File: config.mk
export PLATFORM = sky130hd
export DESIGN_NAME = fifo_uart_tx
export DESIGN_NICKNAME = d
export VERILOG_FILES = /design/src/rtl/fifo_uart_tx.sv
export SDC_FILE = /design/constraint.sdc
export NUM_CORES = 1
export LEC_CHECK = 0
export ABC_AREA = 1
export CORE_ASPECT_RATIO = 0.7
export CORE_MARGIN = 1
export CORE_UTILIZATION = 26
export DETAILED_ROUTE_END_ITERATION = 10
export PLACE_DENSITY = 0.45
export SLEW_MARGIN = 20
export SYNTH_ARGS = -nofsm -noshare
export SYNTH_HDL_FRONTEND = slang
export SYNTH_SLANG_ARGS = --single-unit
File: constraint.sdc
create_clock -name clk -period 1.17 [get_ports clk]
set_input_delay 0.117 -clock clk [delete_from_list [all_inputs] [get_ports clk]]
set_output_delay 0.117 -clock clk [all_outputs]
set_load 0.02 [all_outputs]
File: src/rtl/fifo_uart_tx.sv
`default_nettype none
// ============================================================================
// Module   : fifo_uart_tx
// Purpose  : Drains a FIFO through its read port and sends each word as an
//            asynchronous UART frame: start bit, data LSB first, optional
//            even parity bit, stop bit. Bit period is CLKS_PER_BIT clocks.
// Ports    : clk, rst        - clock, synchronous active-high reset
//            enable          - permits new pops (sampled in IDLE / last STOP)
//            fifo_empty      - FIFO empty flag
//            fifo_rdata      - FIFO registered read data
//            fifo_renable    - FIFO read strobe, one cycle per frame
//            tx              - serial line, idles high
//            busy            - high whenever the FSM is not IDLE
// Revision : 1.0 - initial release
// ============================================================================
module fifo_uart_tx #(
    parameter int DATA_WIDTH   = 8,
    parameter int CLKS_PER_BIT = 16,
    parameter int PARITY_EN    = 0
) (
    input  logic                  clk,
    input  logic                  rst,
    input  logic                  enable,
    input  logic                  fifo_empty,
    input  logic [DATA_WIDTH-1:0] fifo_rdata,
    output logic                  fifo_renable,
    output logic                  tx,
    output logic                  busy
);

    localparam int c_cnt_w = (CLKS_PER_BIT > 1) ? $clog2(CLKS_PER_BIT) : 1;
    localparam int c_idx_w = $clog2(DATA_WIDTH) + 1;

    localparam logic [c_cnt_w-1:0] c_baud_last = c_cnt_w'(CLKS_PER_BIT - 1);
    localparam logic [c_cnt_w-1:0] c_baud_one  = c_cnt_w'(1);
    localparam logic [c_idx_w-1:0] c_bit_last  = c_idx_w'(DATA_WIDTH - 1);
    localparam logic [c_idx_w-1:0] c_idx_one   = c_idx_w'(1);

    typedef enum logic [2:0] {
        S_IDLE   = 3'd0,
        S_POP    = 3'd1,
        S_LOAD   = 3'd2,
        S_START  = 3'd3,
        S_DATA   = 3'd4,
        S_PARITY = 3'd5,
        S_STOP   = 3'd6
    } state_t;

    state_t                  r_state;
    state_t                  w_state_next;
    logic [c_cnt_w-1:0]      r_baud_cnt;
    logic [c_idx_w-1:0]      r_bit_idx;
    logic [DATA_WIDTH-1:0]   r_shift;
    logic                    r_parity;

    logic                    w_counting;
    logic                    w_bit_done;
    logic                    w_pop_ok;
    logic                    w_tx;
    logic                    w_renable;
    logic                    w_busy;

    // Only the serial states run the baud counter; POP/LOAD are single cycles.
    assign w_counting = (r_state == S_START) || (r_state == S_DATA) ||
                        (r_state == S_PARITY) || (r_state == S_STOP);
    assign w_bit_done = w_counting && (r_baud_cnt == c_baud_last);
    assign w_pop_ok   = enable && !fifo_empty;

    // ------------------------------------------------------------------
    // State register
    // ------------------------------------------------------------------
    always_ff @(posedge clk) begin
        if (rst) begin
            r_state <= S_IDLE;
        end else begin
            r_state <= w_state_next;
        end
    end

    // ------------------------------------------------------------------
    // Next-state and output decode
    // ------------------------------------------------------------------
    always_comb begin
        w_state_next = r_state;
        w_tx         = 1'b1;
        w_renable    = 1'b0;
        w_busy       = 1'b1;
        case (r_state)
            S_IDLE: begin
                w_busy = 1'b0;
                if (w_pop_ok) begin
                    w_state_next = S_POP;
                end
            end
            S_POP: begin
                w_renable    = 1'b1;
                w_state_next = S_LOAD;
            end
            S_LOAD: begin
                w_state_next = S_START;
            end
            S_START: begin
                w_tx = 1'b0;
                if (w_bit_done) begin
                    w_state_next = S_DATA;
                end
            end
            S_DATA: begin
                w_tx = r_shift[0];
                if (w_bit_done && (r_bit_idx == c_bit_last)) begin
                    w_state_next = (PARITY_EN != 0) ? S_PARITY : S_STOP;
                end
            end
            S_PARITY: begin
                w_tx = r_parity;
                if (w_bit_done) begin
                    w_state_next = S_STOP;
                end
            end
            S_STOP: begin
                // Last stop cycle doubles as the IDLE decision point so that
                // back-to-back frames skip an extra idle cycle.
                if (w_bit_done) begin
                    w_state_next = w_pop_ok ? S_POP : S_IDLE;
                end
            end
            default: begin
                w_state_next = S_IDLE;
            end
        endcase
    end

    // ------------------------------------------------------------------
    // Baud counter, bit index, shift register and parity
    // ------------------------------------------------------------------
    always_ff @(posedge clk) begin
        if (rst) begin
            r_baud_cnt <= '0;
            r_bit_idx  <= '0;
            r_shift    <= '0;
            r_parity   <= 1'b0;
        end else begin
            // State changes out of serial states only happen on a bit
            // boundary, so clearing on w_bit_done also clears on entry.
            if (w_counting && !w_bit_done) begin
                r_baud_cnt <= r_baud_cnt + c_baud_one;
            end else begin
                r_baud_cnt <= '0;
            end

            if (r_state == S_LOAD) begin
                r_shift   <= fifo_rdata;
                r_parity  <= ^fifo_rdata;
                r_bit_idx <= '0;
            end else if ((r_state == S_DATA) && w_bit_done) begin
                r_shift   <= r_shift >> 1;
                r_bit_idx <= r_bit_idx + c_idx_one;
            end
        end
    end

    assign tx           = w_tx;
    assign fifo_renable = w_renable;
    assign busy         = w_busy;

endmodule
`default_nettype wire

==> impl_results.md <==
* Vias in the first global route at 1,226
* Max Cap Viol at 0
* Worst Hold Class: reg -> reg
* Leak Pwr at 0.7695 nW
* Multi-input gate area at 759.5 um^2
* Syn_nets at 174
* Status: complete, but fails checks
* Minimum clock period at 1.353 ns
* Antenna Cells at 0
* Layout cells sized above 1 at 0.4085
* I/O Buffers at 14
* Finished Layout Cells at 265
* #FFs+latches synth at 20
* H-Tree Depth at 1
* Compound-Gate Fraction of Synth Area at 0.09642
* Register area at 414.1 um^2
* Vias at 1,222
* Kind of critical path: reg -> reg
* DR vias/cell at 4.611
* Mux share of post-synthesis cell area at 0
* Row count at 19
* Worst skew pair latency at 0.26 ns
* Design Power at 3.001 mW
* Req. time, crit path at 1.36 ns
* Register area share after synthesis at 0.3467
* Relative slew slack at 0.8110
* Hold slack at 0.4682 ns
* Dpl hpwl at 2.251 mm
* Largest net degree at the start of global routing at 13
* Failing checks: setup timing
* TritonCTS Sinks at 20
* Dominant cells by area after synthesis: dfxtp_1 (35%), nand2_1 (16%), nand3_1 (7.8%)
* Critical path startpoint category: flip-flop
* Die Width at 81.66 um
* Clock Tree Root: clkbuf_8
* Final ANT Viol Nets at 0
* Nets at 228
* # fillers at 413
* 1st-pass router iterations at 4
* Post-DP Area at 1578 um^2
* DRC at 0
* Yosys cell types at 25
* Highest clock rate at 0.7393 GHz
* Initial DRC count at 38
* Die Area at 4716 um^2
* Synthesized cell area at 1155 um^2
* Average wire per standard cell at 11.37 um
* Post-Syn Instances at 160
* Post-Syn Area per Cell at 7.218 um^2
* Arr. time, crit path at 1.54 ns
* Placed Cells at 253
* Ys Warns at 0
* Yosys top cell by area: dfxtp_1
* Final setup viols at 19
* VDD IR max at 0.6752 mV
* Crit share post-route at 1.156
* Cts bufs inserted at 3
* Commonest non-fill, non-tap cells in the layout: nand2_1 (45), buf_4 (35), nand3_1 (16)
* Count of final hold-check violations at 0
* Overflow after GRT at 0
* XOR/XNOR share of the synthesized area at 0.07584
* Unrepaired setup endpoints after global routing: true
* Post-Route WL at 3.012 mm
* Die Height at 57.76 um
* CTS Buffer Depth at 2
* CTS tree: built
* Post-synthesis adder-cell area fraction at 0.02167
* Pwr dens at 1639 nW/um^2
* Initial antenna violation count at 0
* Starting Density at 0.2824
* Most common cell after layout, fill and taps aside: nand2_1
* First-pass GRT wire length at 5.292 mm
* Routability Congestion at 0.8323
* Critical path fanouts, max at 7
* Worst-Margin Slew at 0.2827 ns
* Core area at 4089 um^2
* Worst Setup End Kind: flip-flop
* Post-Layout Inst Area at 1831 um^2
* Area delta synth->final at 58.51%
* Clock slew at reported path FFs at 0.08 ns
* GRT Total Usage at 0.1458
* Skew final at 0.004386 ns
* Max-slew violations at 0
* Final worst slack at -0.1827 ns
* Largest family of logic cells by synthesized area: simple AND/OR/NAND/NOR gates
* I/O pin total at 15
* Synth top area share at 0.3467
* Core Util, Final at 0.4477
* Simple-Gate Fraction of Synth Area at 0.3814
[registers in the layout, summed over array words and instances, names as in the netlist]
register	count
r_baud_cnt	4
r_shift	8
r_bit_idx	4
r_state	3
r_parity	1
[synthesized netlist by cell type]
cell type	instances
xor2_1	5
buf_6	3
nor2_8	1
o21ai_0	1
nand3_4	1
o211ai_1	2
inv_2	4
nor2_4	2
a21oi_1	8
nand3_2	2
clkbuf_1	1
nor2_2	1
a21oi_2	1
inv_1	10
nand3_1	18
nand3b_1	1
nand2_2	4
o21ai_1	1
ha_1	2
nand2_1	49
a31oi_1	6
xnor2_1	5
or2_0	1
nor2_1	11
dfxtp_1	20
[through the flow]
stage / worst slack (ns) / setup TNS (ns)
6_report: -0.1827 / -2.173
5_1_grt: -0.2670 / -4.049
4_1_cts: -0.1903 / -2.087
3_5_place_dp: -0.3944 / -3.383
3_3_place_gp: -0.3241 / -2.786
2_1_floorplan: 0.001489 / 0
[cell families (layout without fill, tap and decap cells)]
logic type / after synthesis / in the layout
AND/OR/NAND/NOR: 91 / 91
buffers and inverters: 18 / 71
adder cells (fa/ha/maj): 2 / 2
XOR/XNOR: 10 / 10
flip-flops: 20 / 20
AO/OA/AOI/OAI: 19 / 19
[worst paths after layout]
kind                    from          to  slack [ns]  cells after the start
setup / recovery  r_state[2]  r_shift[1]       -0.18                      9
hold / removal    r_shift[7]  r_shift[7]        0.47                      2
setup reg to reg  r_state[2]  r_shift[1]       -0.18                      9
hold reg to reg   r_shift[7]  r_shift[7]        0.47                      2
[where the power goes]
group          switching [mW]  leakage [nW]  internal, mW
Clock                   0.235        0.0357         0.457
Sequential             0.0893         0.166         0.793
Combinational           0.752         0.568         0.674
Total                    1.08         0.769          1.92
[metal layers]
metal | vias to the layer above | share of wire | global-route usage | wire length, um
met5 | - | 0 | 0 | 0
met4 | 0 | 0.0043 | 0.02256 | 13
met3 | 2 | 0.038 | 0.04252 | 115
met2 | 22 | 0.49 | 0.2476 | 1483
met1 | 573 | 0.46 | 0.1867 | 1400
li1 | 625 | - | - | -
[worst max-delay path, stage by stage, from the launching register on]
cell and delay [ns]:
dfxtp_4 0.37, buf_6 0.12, nand3_4 0.05, buf_6 0.12, nor2_8 0.04, buf_12 0.12
nor2_4 0.18, buf_6 0.13, nand2_2 0.04, a31oi_1 0.11
[timing repair]
action	CTS	global route
pin swaps	14	11
hold buffers	0	0
resized for setup	40	16
setup endpoints to repair	19	23
setup buffers	7	1
endpoints found under the hold margin	0	0
[layout make-up]
class,instances,share of cell area
Clock inverter,1,0.01640
Inverter,14,0.03281
Timing Repair Buffer,53,0.2515
Multi-Input combinational cell,122,0.4149
Clock buffer,3,0.02256
Sequential cell,20,0.2262
Tap cell,52,0.03554
Power figures use the tool's default switching activity.
